`src/rtl/bcdn2bin.sv`:
```
// bcdn2bin: multi-digit packed BCD to binary converter (reverse double-dabble).
// One result bit per cycle: {bcd, work} shifts right, BCD digits >= 8 get -3.
// Optional build macro BCDN2BIN_ERRCHK_EN adds an invalid-digit (>9) checker;
// without it err is tied low and invalid digits give an unspecified result.
module bcdn2bin #(
   parameter int unsigned DIGITS = 2,
   parameter int unsigned BIN_W  = 7
) (
   input  logic                  clk,
   input  logic                  reset_n,
   input  logic                  start,
   input  logic [4*DIGITS-1:0]   bcd,
   output logic                  ready,
   output logic                  done_tick,
   output logic [BIN_W-1:0]      bin,
   output logic                  err
);

   localparam int unsigned BCD_W = 4 * DIGITS;
   localparam int unsigned CNT_W = $clog2(BIN_W + 1);

   typedef enum logic [1:0] {
      S_IDLE = 2'd0,
      S_OP   = 2'd1,
      S_DONE = 2'd2
   } state_t;

   state_t             r_state;
   state_t             w_next;
   logic               w_load;
   logic               w_shift;
   logic               w_finish;

   logic [BCD_W-1:0]   r_bcd;
   logic [BIN_W-1:0]   r_work;
   logic [CNT_W-1:0]   r_cnt;
   logic               r_ready;
   logic               r_done;
   logic [BIN_W-1:0]   r_bin;

   logic [BCD_W-1:0]   w_bcd_sh;
   logic [BCD_W-1:0]   w_bcd_cor;
   logic [BIN_W-1:0]   w_work_sh;

   // State register
   always_ff @(posedge clk or negedge reset_n) begin
      if (!reset_n) begin
         r_state <= S_IDLE;
      end else begin
         r_state <= w_next;
      end
   end

   // Next-state and datapath control decode
   always_comb begin
      w_next   = r_state;
      w_load   = 1'b0;
      w_shift  = 1'b0;
      w_finish = 1'b0;
      case (r_state)
         S_IDLE: begin
            if (start) begin
               w_load = 1'b1;
               w_next = S_OP;
            end
         end
         S_OP: begin
            w_shift = 1'b1;
            // Counter holds the number of shifts still to do, including this one
            if (r_cnt <= CNT_W'(1)) begin
               w_finish = 1'b1;
               w_next   = S_DONE;
            end
         end
         S_DONE: begin
            w_next = S_IDLE;
         end
         default: begin
            w_next = S_IDLE;
         end
      endcase
   end

   // Handshake outputs registered from the next state
   always_ff @(posedge clk or negedge reset_n) begin
      if (!reset_n) begin
         r_ready <= 1'b1;
         r_done  <= 1'b0;
      end else begin
         r_ready <= (w_next == S_IDLE);
         r_done  <= (w_next == S_DONE);
      end
   end

   // One right shift of {bcd, work}, then per-digit -3 correction in parallel
   always_comb begin
      w_work_sh = {r_bcd[0], r_work[BIN_W-1:1]};
      w_bcd_sh  = {1'b0, r_bcd[BCD_W-1:1]};
      w_bcd_cor = w_bcd_sh;
      for (int d = 0; d < int'(DIGITS); d++) begin
         if (w_bcd_sh[4*d +: 4] >= 4'd8) begin
            w_bcd_cor[4*d +: 4] = w_bcd_sh[4*d +: 4] - 4'd3;
         end
      end
   end

   // Operand capture, shift/correct iteration and shift counter
   always_ff @(posedge clk or negedge reset_n) begin
      if (!reset_n) begin
         r_bcd  <= '0;
         r_work <= '0;
         r_cnt  <= '0;
      end else if (w_load) begin
         r_bcd  <= bcd;
         r_work <= '0;
         r_cnt  <= CNT_W'(BIN_W);
      end else if (w_shift) begin
         r_bcd  <= w_bcd_cor;
         r_work <= w_work_sh;
         r_cnt  <= r_cnt - CNT_W'(1);
      end
   end

`ifdef BCDN2BIN_ERRCHK_EN
   logic w_bad;
   logic r_err_flag;
   logic r_err;

   // Any captured digit above 9 marks the operand invalid
   always_comb begin
      w_bad = 1'b0;
      for (int d = 0; d < int'(DIGITS); d++) begin
         if (bcd[4*d +: 4] > 4'd9) begin
            w_bad = 1'b1;
         end
      end
   end

   // Invalid flag is captured with the operand and travels with the conversion
   always_ff @(posedge clk or negedge reset_n) begin
      if (!reset_n) begin
         r_err_flag <= 1'b0;
      end else if (w_load) begin
         r_err_flag <= w_bad;
      end
   end

   // Result and error update only on the completion edge; invalid forces bin=0
   always_ff @(posedge clk or negedge reset_n) begin
      if (!reset_n) begin
         r_bin <= '0;
         r_err <= 1'b0;
      end else if (w_finish) begin
         r_bin <= r_err_flag ? '0 : w_work_sh;
         r_err <= r_err_flag;
      end
   end

   assign err = r_err;
`else
   // Result updates only on the completion edge
   always_ff @(posedge clk or negedge reset_n) begin
      if (!reset_n) begin
         r_bin <= '0;
      end else if (w_finish) begin
         r_bin <= w_work_sh;
      end
   end

   assign err = 1'b0;
`endif

   assign ready     = r_ready;
   assign done_tick = r_done;
   assign bin       = r_bin;

endmodule

```
`config.mk`:
```
export PLATFORM = sky130hd
export DESIGN_NAME = bcdn2bin
export DESIGN_NICKNAME = d
export VERILOG_FILES = /design/src/rtl/bcdn2bin.sv
export SDC_FILE = /design/constraint.sdc
export NUM_CORES = 1
export LEC_CHECK = 0
export BUFFER_PORTS_ARGS = -buffer_cell sky130_fd_sc_hd__buf_2
export CAP_MARGIN = 5
export CORE_MARGIN = 2
export CORE_UTILIZATION = 32
export DETAILED_ROUTE_END_ITERATION = 12
export HOLD_SLACK_MARGIN = 0.02
export SLEW_MARGIN = 10
export SYNTH_ARGS = -nofsm -noshare
export SYNTH_HDL_FRONTEND = slang
export SYNTH_SLANG_ARGS = --single-unit
```
`constraint.sdc`:
```
create_clock -name clk -period 2.84 [get_ports clk]
set_clock_uncertainty 0.1 [all_clocks]
set_input_delay 0.426 -clock clk [delete_from_list [all_inputs] [get_ports clk]]
set_output_delay 0.426 -clock clk [all_outputs]
set_load 0.01 [all_outputs]
```
==> flow_summary.ini, run 1 <==
[clock_tree]
tritoncts = yes
cts.repair.resized = 0
ctsRootBufferMaster = clkbuf_8
cts_setup_buffers = 0
clk_pin_slew_ns = 0.10
clock_path_buffers = 2
hold_buffers = 0
cts-buffers-inserted = 3
h-tree-depth = 1
insertion_delay_ns = 0.27
clock_sinks = 28

[setup_path]
endpoint_kind = flip-flop
r2r_slack_ns = 1.17
crit_buf_inv = 1
cp_data_arrival_time_ns = 1.74
slowest_stage = dfrtp_1
cpLargestDelayFamily = simple AND/OR/NAND/NOR gates
path_depth = 4
worstPathMaxFanout = 19
crit_path_start_kind = flip-flop
critPathLaunch = r_state[1]$_DFF_PN0_
max_stage_delay_ns = 0.41
r2r-end = bin[4]$_DFFE_PN0P_
timing.rr.start = r_state[1]$_DFF_PN0_
critical_path_class = reg2reg
r2r_cells = 4
crit_chain = nand2b_1 -> buf_4 -> nor3_4 -> mux2_2
cp.required_ns = 2.90
crit_end = bin[4]$_DFFE_PN0P_

[drt]
drcViolationCount = 0
wl_per_cell_um = 12.27
first_iter_violations = 23
wl_met3_um = 105
wirelength_um = 2220
dr.max_layer_used = met4
drt-met1-wl_um = 1084
ant_nets = 0
via_count = 842
via_per_inst = 4.652
wl_met2_um = 1015
first_pass_iters = 6

[cells_and_area]
layout_common_cells = dfrtp_1, nand2_1, buf_2
nFillCells = 377
multi_input_area_um2 = 471.7
diodes = 0
regArea_um2 = 701.9
synthToLayoutAreaGrowth_pct = 15.67
layout-drive-gt1-share = 0.2556
fin_nets = 148
final_common_cell = dfrtp_1

[placed_design]
portBuffers = 19
place.gp.congestion = 0.7455
dp_hpwl_um = 1458

[timing]
layout_min_cycle_time_ns = 1.674
finalCritPeriodShare = 0.5896
fmax_mhz = 597.2
tightestPinTransition_ns = 0.6112
timing.hold.ws_ns = 0.05416
rsz0062_at_grt = no
setup_tns_ns = 0
hold_violations = 0
slew_headroom = 0.5925
setup_viol = 0
slew_violations = 0

[worst_hold_path]
hp-class = in2async

[floorplanning]
dieArea_mm2 = 0.004355
coreArea_mm2 = 0.003689
die_w_um = 66.00
num_io_pins = 21
start_util = 0.3334
die_y_um = 66.00
fp-row-count = 22

[yosys]
ys_ff_latch = 28
syn-cell-area_mm2 = 0.001230
yosys_warnings = 0
synth_cell_type_count = 29
avgSynthCellArea_um2 = 10.60
syn_nets = 130
syn_inst = 116
ys_seq_area_frac = 0.5707

[global_route]
antenna_found_initial = 0
grt_max_degree = 29
grt_overflow_total = 0
grt_pass1_wl_um = 4050
grt_usage = 0.1205
grt_pass1_vias = 874

[pwr]
ir_worst_vdd_mv = 0.5347
total_leakage_power_nw = 0.7124
powerDensity_mw_per_mm2 = 1125

[run_status]
status = finished clean

[job]
cap_violations = 0
[stage by stage]
| step | util | worst slack [ns] | cells | total power [mW] | area (µm²) |
|---|---|---|---|---|---|
| CTS | 0.3857 | 1.124 | 181 | 1.618 | 1423 |
| floorplan | - | 1.342 | 116 | 1.146 | 1230 |
| global placement | 0.3664 | 1.173 | 177 | 1.280 | 1351 |
| global route | 0.3857 | 1.020 | 181 | 1.748 | 1423 |
| finish | 0.3857 | 1.166 | 181 | 1.600 | 1423 |
| detailed placement | 0.3664 | 1.127 | 177 | 1.301 | 1351 |
[Yosys cell counts]
cell type	instances	area [µm²]
dfstp_2	1	26.28
nor2b_1	1	6.260
nand3_1	10	50.05
a21oi_1	1	5.000
o211a_1	1	10.01
a31oi_1	2	12.51
xnor2_1	2	17.52
nor3_4	1	16.27
dfrtp_1	27	675.7
or3b_1	1	8.760
a22oi_1	2	15.01
and3_1	1	6.260
inv_1	4	15.01
o211ai_1	2	15.01
clkbuf_1	2	7.510
o21ai_0	8	40.04
buf_4	1	7.510
xor2_1	1	8.760
nor2_1	4	15.01
nor3b_2	1	12.51
nand2b_1	1	6.260
buf_6	1	11.26
mux2_2	7	78.83
nand2_1	25	93.84
nor3_1	1	5.000
and2b_1	1	7.510
buf_2	3	15.01
conb_1	1	3.750
ha_1	3	37.54
[logic make-up after synthesis]
| family | share of synthesized area |
|---|---|
| buffers and inverters | 0.04577 |
| and+or+nand+nor | 0.1852 |
| DFF | 0.5707 |
| other | 0.003049 |
| muxes | 0.06409 |
| adders and majority gates | 0.03052 |
| AOI/OAI and AO/OA | 0.07934 |
| xor gates and xnor gates | 0.02137 |
[state kept, by name (all words and copies together) (netlist names)]
signal,cells
done_tick,1
r_work,6
r_cnt,3
r_bcd,8
r_state,2
bin,7
ready,1
[worst min-delay path by stage]
stage,endpoint,cells past startpoint,start,slack (ns)
floorplan,bin[0]$_DFFE_PN0P_,0,reset_n,0.03
global placement,r_bcd[6]$_DFFE_PN0P_,1,reset_n,0.37
detailed placement,r_bcd[1]$_DFFE_PN0P_,1,reset_n,0.38
CTS,r_cnt[2]$_DFFE_PN0P_,1,reset_n,0.08
global route,r_cnt[2]$_DFFE_PN0P_,1,reset_n,0.09
finish,done_tick$_DFF_PN0_,1,reset_n,0.05
[worst reg2reg max path, cell delays in order, from the launching register on]
cell      delay (ns)
dfrtp_1         0.41
nand2b_1        0.15
buf_4           0.20
nor3_4          0.33
mux2_2          0.38
[cell type report]
| class | count | share of cell area |
|---|---|---|
| Sequential cell | 28 | 0.4934 |
| Timing Repair Buffer | 20 | 0.07212 |
| Clock inverter | 1 | 0.02111 |
| Multi-Input combinational cell | 77 | 0.3316 |
| Tap cell | 48 | 0.04222 |
| Clock buffer | 3 | 0.02902 |
| Inverter | 4 | 0.01055 |
[per-layer routing]
layer | vias to the layer above | GRT usage
met5 | - | 0
met2 | 11 | 0.1869
met4 | 0 | 0.03827
li1 | 422 | -
met3 | 2 | 0.02896
met1 | 407 | 0.1663
[report_power, final]
part / total [mW] / internal (mW) / switching, mW
Combinational: 0.585 / 0.256 / 0.329
Sequential: 0.702 / 0.576 / 0.126
Clock: 0.312 / 0.189 / 0.124
Total: 1.60 / 1.02 / 0.579
Power figures use the tool's default switching activity.
==> run 2, diff against run 1 <==
- clock period: 2.84 -> 1.6 ns (I/O delays scaled with it)
==> run 2 against run 1 <==
Global-route usage is 0.30 points higher; non-clock buffer count is 7 higher; combinational power is 98% higher; wire length is 6.9% higher; critical path depth stayed put; via count is 7.8% higher; sequential power is 78% higher; register-to-register slack worse by 1.0 ns; power is 86% higher; utilization is 1.8 points higher; maximum frequency is 15% higher; largest cell class unchanged; highest routed layer unchanged.
==> flow_summary.ini, run 2 (synthesis results as in run 1) <==
[setup_path]
timing.rr.start = r_state[1]$_DFF_PN0_
endpoint_kind = flip-flop
worstPathMaxFanout = 8
r2r-end = bin[6]$_DFFE_PN0P_
cp.required_ns = 1.67
r2r_cells = 4
cp_data_arrival_time_ns = 1.52
r2r_slack_ns = 0.15
crit_path_start_kind = flip-flop
critical_path_class = reg2reg

[clock_tree]
insertion_delay_ns = 0.27
hold_buffers = 1
clk_pin_slew_ns = 0.09
ctsRootBufferMaster = clkbuf_8
h-tree-depth = 1
clock_path_buffers = 2
cts_setup_buffers = 0
tritoncts = yes
clock_sinks = 28
cts.repair.resized = 0
cts-buffers-inserted = 3

[cells_and_area]
largest_reg_flops = 8
fin_nets = 155
top_register = r_bcd
layout_common_cells = dfrtp_1, nand2_1, buf_2
final_common_cell = dfrtp_1
diodes = 0
synthToLayoutAreaGrowth_pct = 21.16
layout-drive-gt1-share = 0.2857
postLayoutCellArea_mm2 = 0.001490

[timing]
slew_headroom = 0.5941
setup_viol = 0
finalCritPeriodShare = 0.9087
fmax_mhz = 687.8
rsz0062_at_grt = no
setup_ws_ns = 0.1461
layout_min_cycle_time_ns = 1.454
hold_violations = 0
slew_violations = 0
setup_tns_ns = 0
tightestPinTransition_ns = 0.6089

[placed_design]
place_area_mm2 = 0.001409
portBuffers = 19
dp_hpwl_um = 1621
place.gp.congestion = 0.7182
post-place-ws_ns = 0.1487

[global_route]
grt_pass1_vias = 888
grt_max_degree = 29
grt_usage = 0.1235
grt_pass1_wl_um = 4050
antenna_found_initial = 0
grt_overflow_total = 0

[floorplanning]
fp-row-count = 22
die_y_um = 66.00
start_util = 0.3334
coreArea_mm2 = 0.003689
dieArea_mm2 = 0.004355
num_io_pins = 21
die_w_um = 66.00

[pwr]
p_int_mw = 1.898
pwr-share-seq = 0.422
pwr-share-clk = 0.187
powerDensity_mw_per_mm2 = 1992
p_switching_mw = 1.070
ir_worst_vdd_mv = 0.7504
switching_share = 0.3606
pwr-share-comb = 0.391
total_leakage_power_nw = 0.7482

[worst_hold_path]
min_path_cells = 3
holdPathEnd = r_bcd[7]$_DFFE_PN0P_
worstHoldStart = bcd[7]
hp-class = in2reg

[drt]
via_per_inst = 4.830
drcViolationCount = 0
first_iter_violations = 24
via_count = 908
first_pass_iters = 4
wl_per_cell_um = 12.63
ant_nets = 0
wirelength_um = 2374

[job]
cap_violations = 0

[run_status]
status = finished clean
==> run 2: cell types whose count changed in the layout (fill, tap and decap cells not counted), sizes merged <==
cell	before	now
dlygate4sd3	0	1
buf	20	26
==> run 2: worst max path at each step <==
| stage | startpoint | to | slack [ns] | cells after the start |
|---|---|---|---|---|
| after floorplan | r_state[1]$_DFF_PN0_ | bin[0]$_DFFE_PN0P_ | 0.10 | 4 |
| after global placement | r_state[1]$_DFF_PN0_ | bin[3]$_DFFE_PN0P_ | 0.18 | 4 |
| after detailed placement | r_state[1]$_DFF_PN0_ | bin[6]$_DFFE_PN0P_ | 0.15 | 4 |
| after CTS | r_state[1]$_DFF_PN0_ | bin[6]$_DFFE_PN0P_ | 0.13 | 4 |
| after global routing | r_state[1]$_DFF_PN0_ | bin[6]$_DFFE_PN0P_ | 0.06 | 4 |
| final | r_state[1]$_DFF_PN0_ | bin[6]$_DFFE_PN0P_ | 0.15 | 4 |
==> run 2: critical path, cell delays in order, from the launching register on <==
cell and delay, ns:
dfrtp_1 0.41, nand2b_1 0.19, nor3_4 0.17, buf_12 0.15
mux2_2 0.32
==> run 2: area by class of cell <==
type	count	area, µm²
clock inverters	1	30.03
clock buffers	3	41.29
repair buffers	27	170.2
multi-input cells	77	471.7
inverters	4	15.01
flip-flops and latches	28	701.9
well taps	48	60.06
fillers	385	2198
==> run 2: through the flow <==
step                power (mW)    util  std cells  hold slack [ns]
floorplan                2.034       -        116          -0.1556
global placement         2.372  0.3820        183           0.1828
detailed placement       2.429  0.3820        183           0.1935
CTS                      2.994  0.4040        188          0.05796
global route             3.205  0.4040        188          0.07099
finish                   2.968  0.4040        188          0.05422
==> run 2: routing by layer <==
layer	GRT usage	wire, µm
met5	0	0
met4	0.05867	36
met3	0.03578	125
met2	0.1894	1059
met1	0.1601	1152
==> run 2: power groups by stage <==
stage | sequential [mW] | combinational, mW | clock, mW
floorplan | 1.27 | 0.765 | 0
global placement | 1.26 | 1.11 | 0
detailed placement | 1.26 | 1.16 | 0
CTS | 1.25 | 1.18 | 0.567
global route | 1.30 | 1.31 | 0.599
finish | 1.25 | 1.16 | 0.556
==> run 3, diff against run 2 <==
- CORE_ASPECT_RATIO: unset -> 0.6
- SETUP_SLACK_MARGIN: unset -> 0.4
==> run 3 against run 2 <==
Via count up 3.9%; register-to-register slack gained 0.04 ns; wire length increased by 19%; highest routed layer unchanged.
==> flow_summary.ini, run 3 (synthesis results as in run 1) <==
[cells_and_area]
layout-drive-gt1-share = 0.4218
fin_nets = 162
final_common_cell = dfrtp_1
largest_reg_flops = 8
layout_common_cells = dfrtp_1, nand2_1, buf_2
postLayoutCellArea_mm2 = 0.001658
top_register = r_bcd
synthToLayoutAreaGrowth_pct = 34.79
diodes = 0

[setup_path]
cpLargestDelayFamily = flip-flops
slowest_stage = dfrtp_2
crit_chain = buf_4 -> nand2b_4 -> nor3_4 -> buf_12 -> mux2_4
cp_data_arrival_time_ns = 1.47
critical_path_class = reg2reg
worstPathMaxFanout = 8
crit_buf_inv = 2
crit_path_start_kind = flip-flop
cp.required_ns = 1.66
endpoint_kind = flip-flop
max_stage_delay_ns = 0.41

[global_route]
grt_overflow_total = 0
grt_pass1_wl_um = 4574
grt_max_degree = 29
antenna_found_initial = 0
grt_usage = 0.1361
grt_pass1_vias = 932

[run_status]
status = finished clean

[timing]
slew_violations = 0
setup_viol = 0
setup_tns_ns = 0
hold_violations = 0
tightestPinTransition_ns = 0.6277
slew_headroom = 0.5816
rsz0062_at_grt = yes
finalCritPeriodShare = 0.8831
fmax_mhz = 707.8
layout_min_cycle_time_ns = 1.413

[pwr]
pwr-share-clk = 0.118
pwr-share-seq = 0.388
p_int_mw = 2.082
total_leakage_power_nw = 0.8120
p_switching_mw = 1.242
ir_worst_vdd_mv = 0.8636
switching_share = 0.3736
powerDensity_mw_per_mm2 = 2005
pwr-share-comb = 0.494

[placed_design]
place.gp.congestion = 0.7300
portBuffers = 19
dp_hpwl_um = 1772
place_area_mm2 = 0.001433

[drt]
first_iter_violations = 25
ant_nets = 0
drcViolationCount = 0
via_per_inst = 4.861
first_pass_iters = 4
via_count = 943
wl_per_cell_um = 14.52
wirelength_um = 2817

[floorplanning]
num_io_pins = 21
start_util = 0.3342
fp-row-count = 17
die_w_um = 84.04
die_y_um = 52.02
dieArea_mm2 = 0.004372
coreArea_mm2 = 0.003680

[clock_tree]
ctsRootBufferMaster = clkbuf_8
clk_pin_slew_ns = 0.09
tritoncts = yes
insertion_delay_ns = 0.27
clock_path_buffers = 2
h-tree-depth = 1
cts-buffers-inserted = 3
clock_sinks = 28

[worst_hold_path]
hp-class = in2reg

[job]
cap_violations = 0
-- run 3: cell types whose count changed in the layout (fill, tap and decap cells not counted), moves of 4 or more --
| cell | change |
|---|---|
| nand3_1 | -5 |
| o21ai_1 | +5 |
| mux2_2 | -7 |
| o21ai_0 | -6 |
| buf_6 | +4 |
| mux2_4 | +7 |
| nand3_2 | +5 |
-- run 3: final cells by class --
type | count | area, µm²
flip-flops and latches | 28 | 703.2
repair buffers | 34 | 270.3
multi-input cells | 77 | 565.5
fillers | 356 | 2022
well taps | 47 | 58.81
inverters | 4 | 15.01
clock buffers | 4 | 45.04
-- run 3: final timing paths --
kind | start | end | slack [ns] | cells past startpoint
max | r_state[0]$_DFF_PN0_ | bin[5]$_DFFE_PN0P_ | 0.19 | 5
min | bcd[7] | r_bcd[7]$_DFFE_PN0P_ | 0.06 | 3
max reg2reg | r_state[0]$_DFF_PN0_ | bin[5]$_DFFE_PN0P_ | 0.19 | 5
min reg2reg | r_work[2]$_DFFE_PN0P_ | r_work[1]$_DFFE_PN0P_ | 0.41 | 2
max in group asynchronous | reset_n | r_state[0]$_DFF_PN0_ | 0.53 | 2
min in group asynchronous | reset_n | done_tick$_DFF_PN0_ | 0.43 | 2
-- run 3: power by group through the flow --
stage / logic (mW) / registers (mW) / clock network, mW
detailed placement: 1.26 / 1.28 / 0
global route: 1.82 / 1.34 / 0.439
CTS: 1.43 / 1.28 / 0.401
floorplan: 0.887 / 1.28 / 0
finish: 1.64 / 1.29 / 0.391
global placement: 1.21 / 1.26 / 0
-- run 3: per-layer routing --
layer  share of wire  routed length (µm)  up-vias  track usage
li1                -                   -      446            -
met1            0.50                1404      468       0.1913
met2            0.43                1220       27       0.2077
met3           0.061                 171        2      0.04921
met4          0.0075                  21        0      0.01613
met5               0                   0        -            0
-- run 3: what timing repair did --
action,in CTS,in global routing
resized for setup,11,13
hold buffers,1,0
buffers inserted,4,2
hold endpoints to repair,27,0
setup endpoints to repair,28,28
gates cloned,0,1
pin swaps,1,8
-- run 3: per-stage QoR --
| step | setup WS, ns | cells | hold WS (ns) | util | power [mW] |
|---|---|---|---|---|---|
| floorplan | 0.1019 | 116 | -0.1556 | - | 2.167 |
| global placement | 0.08969 | 182 | 0.1818 | 0.3893 | 2.470 |
| detailed placement | 0.05989 | 182 | 0.1934 | 0.3893 | 2.538 |
| CTS | 0.1591 | 191 | 0.06312 | 0.4281 | 3.114 |
| global route | 0.1465 | 194 | 0.05778 | 0.4505 | 3.598 |
| finish | 0.1871 | 194 | 0.05943 | 0.4505 | 3.324 |
-- run 3: worst min-delay path, cell delays in order --
cell and delay (ns):
buf_2 0.08, nand2_1 0.04, nand2_1 0.05
